<file path="src/rtl/data_mem_responder_pkg.sv">
// -----------------------------------------------------------------------------
// data_mem_responder_pkg
// Shared constants for the data-memory responder: I/O page base and register
// offsets, STATUS bit layout, RAM region tag and the address decode helper.
// -----------------------------------------------------------------------------
package data_mem_responder_pkg;

    localparam logic [31:0] IO_BASE    = 32'hFFFF_0000;
    localparam logic [3:0]  OFF_TXDATA = 4'h0;
    localparam logic [3:0]  OFF_STATUS = 4'h4;
    localparam logic [3:0]  OFF_TIMER  = 4'h8;
    localparam logic [3:0]  OFF_CMP    = 4'hC;

    localparam int STATUS_FULL      = 0;
    localparam int STATUS_EMPTY     = 1;
    localparam int STATUS_MATCH     = 2;
    localparam int STATUS_OVF       = 3;
    localparam int STATUS_COUNT_LSB = 4;
    localparam int STATUS_COUNT_W   = 5;

    // addr[31:28] value selecting the RAM region
    localparam logic [3:0] RAM_REGION = 4'h0;

    typedef enum logic [2:0] {
        SEL_NONE,
        SEL_RAM,
        SEL_TXDATA,
        SEL_STATUS,
        SEL_TIMER,
        SEL_CMP
    } sel_e;

    // Word-address decode; the byte offset bits never take part.
    function automatic sel_e decode_addr(input logic [31:2] a);
        sel_e s;
        s = SEL_NONE;
        if (a[31:28] == RAM_REGION) begin
            s = SEL_RAM;
        end else if (a[31:4] == IO_BASE[31:4]) begin
            case ({a[3:2], 2'b00})
                OFF_TXDATA: s = SEL_TXDATA;
                OFF_STATUS: s = SEL_STATUS;
                OFF_TIMER:  s = SEL_TIMER;
                OFF_CMP:    s = SEL_CMP;
                default:    s = SEL_NONE;
            endcase
        end
        return s;
    endfunction

endpackage

</file>
<file path="src/rtl/data_mem_responder_tx_fifo.sv">
// -----------------------------------------------------------------------------
// tx_byte_fifo
// Byte FIFO behind the TXDATA register. A push into a full FIFO is still
// accepted when a pop frees the head slot in the same cycle.
// Ports:
//   i_clk, i_rst_n : clock, asynchronous active-low reset
//   i_push, i_din  : push request and byte
//   i_pop          : pop request (ignored while empty)
//   o_dout         : head byte, 0 while empty
//   o_full/o_empty : occupancy flags
//   o_count        : number of stored bytes
// -----------------------------------------------------------------------------
module tx_byte_fifo #(
    parameter int FIFO_DEPTH = 8
) (
    input  logic                        i_clk,
    input  logic                        i_rst_n,
    input  logic                        i_push,
    input  logic [7:0]                  i_din,
    input  logic                        i_pop,
    output logic [7:0]                  o_dout,
    output logic                        o_full,
    output logic                        o_empty,
    output logic [$clog2(FIFO_DEPTH):0] o_count
);

    localparam int AW = $clog2(FIFO_DEPTH);
    localparam int CW = AW + 1;

    logic [7:0]    r_mem [FIFO_DEPTH];
    logic [AW-1:0] r_wr_ptr;
    logic [AW-1:0] r_rd_ptr;
    logic [CW-1:0] r_count;

    logic w_pop;
    logic w_push;

    assign o_full  = (r_count == CW'(FIFO_DEPTH));
    assign o_empty = (r_count == '0);
    assign o_count = r_count;
    assign o_dout  = o_empty ? 8'h00 : r_mem[r_rd_ptr];

    assign w_pop  = i_pop && !o_empty;
    assign w_push = i_push && (!o_full || w_pop);

    // Storage is not reset; an empty FIFO never exposes it.
    always_ff @(posedge i_clk) begin
        if (w_push) begin
            r_mem[r_wr_ptr] <= i_din;
        end
    end

    // Pointers wrap naturally because FIFO_DEPTH is a power of two.
    always_ff @(posedge i_clk or negedge i_rst_n) begin
        if (!i_rst_n) begin
            r_wr_ptr <= '0;
            r_rd_ptr <= '0;
            r_count  <= '0;
        end else begin
            if (w_push) begin
                r_wr_ptr <= r_wr_ptr + AW'(1);
            end
            if (w_pop) begin
                r_rd_ptr <= r_rd_ptr + AW'(1);
            end
            case ({w_push, w_pop})
                2'b10:   r_count <= r_count + CW'(1);
                2'b01:   r_count <= r_count - CW'(1);
                default: r_count <= r_count;
            endcase
        end
    end

endmodule

</file>
<file path="src/rtl/data_mem_responder.sv">
// -----------------------------------------------------------------------------
// data_mem_responder
// Data-memory port responder for the core: word RAM in region 0 plus an I/O
// page at 0xFFFF0000 (TXDATA, STATUS, TIMER, CMP). Loads are combinational,
// stores land on the next rising edge.
// Optional build macro: DATA_MEM_RESPONDER_TIMER_EN enables TIMER/CMP/MATCH;
// without it those registers read 0 and timer_irq is tied low.
// Ports:
//   clk, reset            : clock, asynchronous active-low reset
//   memwrite, addr        : store strobe, byte address
//   writedata, readdata   : store data, load data
//   tx_valid, tx_data     : FIFO head handshake towards the consumer
//   tx_ready              : consumer accepts the head byte
//   timer_irq             : STATUS.MATCH
// -----------------------------------------------------------------------------
module data_mem_responder
    import data_mem_responder_pkg::*;
#(
    parameter int DEPTH_WORDS = 64,
    parameter int FIFO_DEPTH  = 8
) (
    input  logic        clk,
    input  logic        reset,
    input  logic        memwrite,
    input  logic [31:0] addr,
    input  logic [31:0] writedata,
    output logic [31:0] readdata,
    output logic        tx_valid,
    output logic [7:0]  tx_data,
    input  logic        tx_ready,
    output logic        timer_irq
);

    localparam int RAM_AW = $clog2(DEPTH_WORDS);
    localparam int CNT_W  = $clog2(FIFO_DEPTH) + 1;

    sel_e              w_sel;
    logic [RAM_AW-1:0] w_ram_idx;
    logic              w_wr_ram;
    logic              w_wr_txdata;
    logic              w_wr_status;
    logic              w_pop;
    logic              w_full;
    logic              w_empty;
    logic [CNT_W-1:0]  w_count;
    logic [7:0]        w_dout;
    logic              w_ovf_set;
    logic              w_match;
    logic [31:0]       w_timer_rd;
    logic [31:0]       w_cmp_rd;
    logic [31:0]       w_status;
    logic              w_unused;

    logic [31:0]       r_ram [DEPTH_WORDS];
    logic              r_ovf;

    assign w_sel       = decode_addr(addr[31:2]);
    // Upper in-region bits above the index alias onto the same word.
    assign w_ram_idx   = addr[RAM_AW+1:2];
    assign w_wr_ram    = memwrite && (w_sel == SEL_RAM);
    assign w_wr_txdata = memwrite && (w_sel == SEL_TXDATA);
    assign w_wr_status = memwrite && (w_sel == SEL_STATUS);
    assign w_unused    = ^addr[1:0];

    assign tx_valid = !w_empty;
    assign tx_data  = w_dout;
    assign w_pop    = tx_valid && tx_ready;

    // Dropped byte: FIFO full and no pop freeing a slot this cycle.
    assign w_ovf_set = w_wr_txdata && w_full && !w_pop;

    tx_byte_fifo #(
        .FIFO_DEPTH (FIFO_DEPTH)
    ) u_tx_fifo (
        .i_clk   (clk),
        .i_rst_n (reset),
        .i_push  (w_wr_txdata),
        .i_din   (writedata[7:0]),
        .i_pop   (w_pop),
        .o_dout  (w_dout),
        .o_full  (w_full),
        .o_empty (w_empty),
        .o_count (w_count)
    );

    // RAM contents survive reset.
    always_ff @(posedge clk) begin
        if (w_wr_ram) begin
            r_ram[w_ram_idx] <= writedata;
        end
    end

    // Sticky overflow; a set wins over a same-cycle W1C.
    always_ff @(posedge clk or negedge reset) begin
        if (!reset) begin
            r_ovf <= 1'b0;
        end else if (w_ovf_set) begin
            r_ovf <= 1'b1;
        end else if (w_wr_status && writedata[STATUS_OVF]) begin
            r_ovf <= 1'b0;
        end
    end

`ifdef DATA_MEM_RESPONDER_TIMER_EN
    logic        w_wr_timer;
    logic        w_wr_cmp;
    logic [31:0] r_timer;
    logic [31:0] r_cmp;
    logic        r_match;

    assign w_wr_timer = memwrite && (w_sel == SEL_TIMER);
    assign w_wr_cmp   = memwrite && (w_sel == SEL_CMP);

    always_ff @(posedge clk or negedge reset) begin
        if (!reset) begin
            r_timer <= 32'h0000_0000;
            r_cmp   <= 32'hFFFF_FFFF;
            r_match <= 1'b0;
        end else begin
            r_timer <= w_wr_timer ? writedata : r_timer + 32'd1;
            if (w_wr_cmp) begin
                r_cmp <= writedata;
            end
            // Compare uses the registered timer; a set wins over W1C.
            if (r_timer == r_cmp) begin
                r_match <= 1'b1;
            end else if (w_wr_status && writedata[STATUS_MATCH]) begin
                r_match <= 1'b0;
            end
        end
    end

    assign w_match    = r_match;
    assign w_timer_rd = r_timer;
    assign w_cmp_rd   = r_cmp;
`else
    assign w_match    = 1'b0;
    assign w_timer_rd = 32'h0000_0000;
    assign w_cmp_rd   = 32'h0000_0000;
`endif

    assign timer_irq = w_match;

    always_comb begin
        w_status                                     = '0;
        w_status[STATUS_FULL]                        = w_full;
        w_status[STATUS_EMPTY]                       = w_empty;
        w_status[STATUS_MATCH]                       = w_match;
        w_status[STATUS_OVF]                         = r_ovf;
        w_status[STATUS_COUNT_LSB +: STATUS_COUNT_W] = STATUS_COUNT_W'(w_count);
    end

    // Loads see the state before the pending edge.
    always_comb begin
        readdata = 32'h0000_0000;
        case (w_sel)
            SEL_RAM:    readdata = r_ram[w_ram_idx];
            SEL_STATUS: readdata = w_status;
            SEL_TIMER:  readdata = w_timer_rd;
            SEL_CMP:    readdata = w_cmp_rd;
            default:    readdata = 32'h0000_0000;
        endcase
    end

endmodule

</file>
<file path="config.mk">
export PLATFORM = sky130hd
export DESIGN_NAME = data_mem_responder
export DESIGN_NICKNAME = d
export VERILOG_FILES = /design/src/rtl/data_mem_responder_pkg.sv /design/src/rtl/data_mem_responder_tx_fifo.sv /design/src/rtl/data_mem_responder.sv
export SDC_FILE = /design/constraint.sdc
export NUM_CORES = 2
export LEC_CHECK = 0
export ABC_CLOCK_PERIOD_IN_PS = 7400
export BUFFER_PORTS_ARGS = -buffer_cell sky130_fd_sc_hd__buf_4
export CAP_MARGIN = 40
export CORE_MARGIN = 5
export CORE_UTILIZATION = 57
export CTS_CLUSTER_DIAMETER = 60
export DETAILED_ROUTE_END_ITERATION = 10
export MAX_ROUTING_LAYER = met4
export PLACE_DENSITY = 0.73
export SLEW_MARGIN = 15
export SYNTH_ARGS = -nofsm -noshare
export SYNTH_HDL_FRONTEND = slang
export SYNTH_SLANG_ARGS = --single-unit
</file>
<file path="constraint.sdc">
create_clock -name clk -period 7.4 [get_ports clk]
set_clock_uncertainty 0.1 [all_clocks]
set_input_delay 0.37 -clock clk [delete_from_list [all_inputs] [get_ports clk]]
set_output_delay 0.37 -clock clk [all_outputs]
set_load 0.02 [all_outputs]
</file>
## Yosys cells after proc, flatten, opt, wreduce, memory -nomap -nowiden

Memory sizes are Yosys's and may differ from the RTL's.
Cells that the tools add are included.

- Add/sub/neg operators: 4
- Eq/ne operators: 10
- Muxes and demuxes: 12
- Reduce and logical (&&, ||, !) cells: 18

Operator list:

| kind | number |
|---|---|
| $pmux W32 S2 | 1 |
| $eq A28 B28 Y1 const B | 1 |
| $pmux W3 S4 | 1 |
| $logic_and A1 B1 Y1 | 9 |
| $logic_not A4 Y1 | 2 |
| $mux W8 | 1 |
| $pmux W4 S2 | 1 |
| $add A3 B1 Y3 const B | 2 |
| $eq A2 B2 Y1 const B | 3 |
| $eq A3 B2 Y1 const B | 2 |
| $mux W1 | 6 |
| $mux W3 | 2 |
| $add A4 B1 Y4 const B | 1 |
| $eq A2 B1 Y1 const B | 2 |
| $eq A4 B4 Y1 const B | 1 |
| $reduce_bool A2 Y1 | 2 |
| $sub A4 B1 Y4 const B | 1 |
| $eq A3 B1 Y1 const B | 1 |
| $logic_not A1 Y1 | 3 |
| $logic_not A2 Y1 | 1 |
| $logic_or A1 B1 Y1 | 1 |

- Register bits: 11
- Memory bits (writable): 2112
- Input bits: 68
- Output and inout bits: 42
- Logic and storage cells: 50
- Memories: 2

Memory list:

| name | words | width | rd ports | clocked after memory_dff | write ports | RTL line | source |
|---|---|---|---|---|---|---|---|
| r_ram | 64 | 32 | 1 | 0 | 1 | data_mem_responder.sv:54 | `logic [31:0] r_ram [DEPTH_WORDS];` |
| u_tx_fifo.r_mem | 8 | 8 | 1 | 0 | 1 | data_mem_responder_tx_fifo.sv:30 | `logic [7:0] r_mem [FIFO_DEPTH];` |

## Logic depth before layout (Yosys ltp)

- Word-level depth: 9
- Depth in mapped cells: 15
- Depth with buffers taken out: 11

## Cells and area by module

From an unflattened synthesis, not the netlist that was laid out.

- Cells, all modules: 3449
- Area total of the unflattened synthesis: 81717.1 µm²

By module, submodules not included:

| module | times used | cells an instance | area each (µm²) | sequential area each (µm²) |
|---|---|---|---|---|
| data_mem_responder | 1 | 3265 | 78487.8 | 61524.0 |
| tx_byte_fifo | 1 | 184 | 3229.3 | 2172.1 |

## Worst setup path after synthesis

No wires, ideal clock.

- Path kind: input port to flip-flop
- Start point: input addr[2]
- End point: memory r_ram[10][0] (enable)
- Setup time: 421 ps
- Arrival time: 3313 ps
- Required time: 6879 ps
- Path slack: 3566 ps
- Cell stages on the path: 9
- Path buffers: 6
- Cell sequence: buf_4 > buf_6 > buf_6 > buf_4 > buf_4 > buf_2 > nor3b_1 > nand2_1 > nor2_1

- Word-level cells in the longest chain between the ends: 8
- Elaborated cells between the ends (all ways): 11
- Those cells by class: eq/ne: 4; mux: 5; reduce/logical: 2

Ends and longest elaborated chain:

| element | RTL line | source |
|---|---|---|
| from (decl) | data_mem_responder.sv:25 | `input logic [31:0] addr,` |
| $eq A2 B2 Y1 (tied with other cells) | data_mem_responder_pkg.sv:40 | `case ({a[3:2], 2'b00})` |
| $pmux W3 S4 | data_mem_responder_pkg.sv:40 |  |
| $mux W3 | data_mem_responder_pkg.sv:39 | `end else if (a[31:4] == IO_BASE[31:4]) begin` |
| $mux W3 | data_mem_responder_pkg.sv:37 | `if (a[31:28] == RAM_REGION) begin` |
| $eq A3 B1 Y1 | data_mem_responder.sv:60 | `assign w_wr_ram = memwrite && (w_sel == SEL_RAM);` |
| $logic_and A1 B1 Y1 | data_mem_responder.sv:60 |  |
| $mux W1 | data_mem_responder.sv:88 | `if (w_wr_ram) begin` |
| $mux W1 (not written as such) | data_mem_responder.sv:89 | `r_ram[w_ram_idx] <= writedata;` |
| to (decl) | data_mem_responder.sv:54 |  |

Several ways; a longest one is shown, not always the timed one.

## Worst setup path in the final report

- Start point: input addr[2]
- End point: output readdata[25]

- Word-level cells in the longest chain between the ends: 6
- Elaborated cells between the ends (all ways): 11
- Those cells by class: eq/ne: 5; mux: 4; reduce/logical: 1; memory: 1

Ends and longest elaborated chain:

| element | RTL line | source |
|---|---|---|
| $eq A2 B2 Y1 (tied with other cells) | data_mem_responder_pkg.sv:40 |  |
| $pmux W3 S4 | data_mem_responder_pkg.sv:40 |  |
| $mux W3 | data_mem_responder_pkg.sv:39 |  |
| $mux W3 | data_mem_responder_pkg.sv:37 |  |
| $eq A3 B2 Y1 or $eq A3 B1 Y1 (tied branches) | data_mem_responder.sv:156 | `case (w_sel)` |
| $pmux W32 S2 * | data_mem_responder.sv:156 |  |
| to (decl) | data_mem_responder.sv:27 | `output logic [31:0] readdata,` |

Mark *: on every way between the ends. The rest lies on a longest branch, timed or not.

==> reports/results.tsv <==
stage	metric	value	unit
critical_path	cp_max_fo	76	
clock_tree	cts_tree	yes	
floorplan	core-area	142000	sq um
cells_and_area	design_area	92500	sq um
min_path	hold_path.class	primary input to flip-flop	
sta	relSlewSlack	32.7	%
sta	holdWs	0.0192	ns
critical_path	arrival	4.13	ns
synthesis	synth_edf_count	2112	
global_routing	grt_max_degree	122	
sta	period_minus_slack	4.60	ns
detailed_routing	drcViolationCount	0	
synthesis	async_reset_ff_share	0.518	%
cells_and_area	num-fill-cells	8841	
detailed_routing	drt_pre_antenna_iters	5	
clock_tree	clockBufferDepth	3	
placement	dp_cells	5381	
global_routing	grt_usage	26.4	%
cells_and_area	nets	3807	
cells_and_area	drive_above_1_share	31.2	%
global_routing	antenna_found_initial	4	
clock_tree	cts-root-buf	clkbuf_16	
placement	place.gp.congestion	0.783	
detailed_routing	viasPerCell	6.63	
sta	setup_violations	0	
clock_tree	cts.sinks	2123	
power_and_ir_drop	ir_drop	287	uV
cells_and_area	area_growth	13.5	%
critical_path	worstSetupPathType	primary input to output pin	
cells_and_area	final_common_cell	edfxtp_1	
synthesis	syn_area	81500	sq um
global_routing	grt_first_pass_wirelength	277000	microns
floorplan	start_util	57.5	%
detailed_routing	wire_per_inst	33.2	microns
floorplan	dieArea	151000	sq um
floorplan	num_rows	138	
sta	rsz0062_at_grt	no	
critical_path	critPathCaptureType	output pin	
synthesis	ys_ff_latch	2123	
floorplan	dieHeight	388	microns
placement	dpl_cell_area	85600	sq um
synthesis	ys_types	52	
synthesis	ys_warn_count	0	
clock_tree	clk_latency	0.82	ns
critical_path	required	6.93	ns
global_routing	overflow	0	
run_status	outcome	finished clean	
sta	worstMarginPinSlew	1.01	ns
power_and_ir_drop	leakagePower	29.1	nW
synthesis	synth_cells	3435	
cells_and_area	finish.utilization	65.2	%
sta	fin_setup_tns	0	ns
detailed_routing	ant_nets	0	
clock_tree	cts_buffers	202	
clock_tree	cts_htree_levels	4	
sta	hold_violations	0	
placement	dp_hpwl	103000	microns
critical_path	cp-start-kind	primary input	
detailed_routing	vias	38400	
placement	io_buffers	106	
floorplan	ios	110	
floorplan	die_w	388	microns
global_routing	first_global_vias	38700	
sta	fmax	217	MHz
cells_and_area	layout_common_cells	2112 x edfxtp_1, 567 x mux4_2, 210 x buf_4	
job	maxCapViolations	0	
synthesis	synth-seq-area-share	78.2	%
synthesis	synth_nets	3508	
synthesis	syn_area_per_cell	23.7	sq um
power_and_ir_drop	p_per_area	269	nW/um^2
clock_tree	clk_pin_slew	0.06	ns
detailed_routing	routed_wl	192000	microns
synthesis	yosys_most_used_dff	edfxtp_1	
sta	fin_crit_sh	62.2	%
detailed_routing	drt_iter0_markers	4863	
cells_and_area	final_cell_count_no_fill	5798	
sta	drv_slew	0	
## layout make-up
cell class	instances	area, sq um	area share (%)
Clock buffer	246	5280	5.71
Multi-Input combinational cell	1113	17200	18.6
Antenna cell	3	7.51	0.00812
Timing Repair Buffer	285	2630	2.84
Clock inverter	129	1240	1.34
Inverter	9	33.8	0.0365
Tap cell	1890	2360	2.56
Sequential cell	2123	63700	68.9
## through the flow
step                total power [mW]  setup slack [ns]
finish                          24.9              2.80
global route                    25.6              2.63
CTS                             25.0              2.78
detailed placement              15.0              2.78
global placement                14.9              2.78
floorplan                       14.4              3.57
## path summary, 6_finish.rpt
path                                      start                    to  cells after the start  slack [ns]
max                                     addr[2]          readdata[25]                      9        2.80
min                                writedata[1]           r_ram[0][1]                      1        0.02
max reg2reg                u_tx_fifo.o_count[0]  u_tx_fifo.o_count[2]                     10        4.48
min reg2reg                u_tx_fifo.o_count[2]  u_tx_fifo.o_count[2]                      1        0.48
max in group asynchronous                 reset  u_tx_fifo.o_count[2]                      3        6.37
min in group asynchronous                 reset  u_tx_fifo.o_count[0]                      3        0.48
## synthesized netlist by cell type (6+ instances only)
master,number,share of area [%]
dfrtp_1,11,0.34
nand3_1,14,0.086
inv_1,8,0.037
buf_2,58,0.36
buf_6,16,0.22
buf_4,20,0.18
o22ai_1,39,0.30
a22oi_1,14,0.13
nor4_1,10,0.077
a21oi_1,11,0.068
a22o_1,31,0.33
xnor2_1,6,0.065
a211oi_1,10,0.092
edfxtp_1,2112,78
mux2_2,40,0.55
o21ai_0,16,0.098
a221oi_1,11,0.12
nor2_1,87,0.40
clkbuf_1,66,0.30
mux2i_1,133,1.6
nand2_1,36,0.17
nor2b_1,9,0.069
nor3_1,28,0.17
mux4_2,567,16
buf_1,30,0.14
## where the power goes
group,leakage (nW),switching [mW],internal (mW),total (mW)
sequential,19.1,0.0713,13.2,13.3
clock,3.19,4.42,5.76,10.2
combinational,6.79,0.771,0.617,1.39
## sequential cells by signal, indices dropped and copies added (netlist names)
register	flops
u_tx_fifo.o_count	4
u_tx_fifo.r_mem	64
u_tx_fifo.r_wr_ptr	3
u_tx_fifo.r_rd_ptr	3
r_ovf	1
r_ram	2048
## cell families after synthesis
kind of cell               synth area share, %
DFF                                       78.2
muxes                                     17.9
and+or+nand+nor                           1.22
buffers and inverters                     1.25
AOI/OAI and AO/OA                         1.30
xor gates and xnor gates                0.0968
adders and majority gates               0.0768
other                                  0.00460
## worst max-delay path, stage by stage
cell	delay, ns
buf_8	0.64
buf_4	0.71
mux4_2	0.61
mux4_2	0.48
mux2_2	0.32
o22ai_1	0.30
nor3_1	0.14
buf_2	0.23
buf_4	0.18
## per-layer routing
metal / GRT usage (%) / part of all wire, % / vias up
met4: 8.05 / 3.0 / 0
li1: - / - / 15400
met3: 5.84 / 10 / 307
met2: 40.1 / 48 / 2282
met5: - / 0 / -
met1: 36.9 / 38 / 20400
## what timing repair did
action	in CTS	in global routing
hold buffers	33	0
buffers inserted	0	0
hold endpoints to repair	1408	0
resized for setup	0	0
Note: power is estimated with default switching activity, not from simulation.
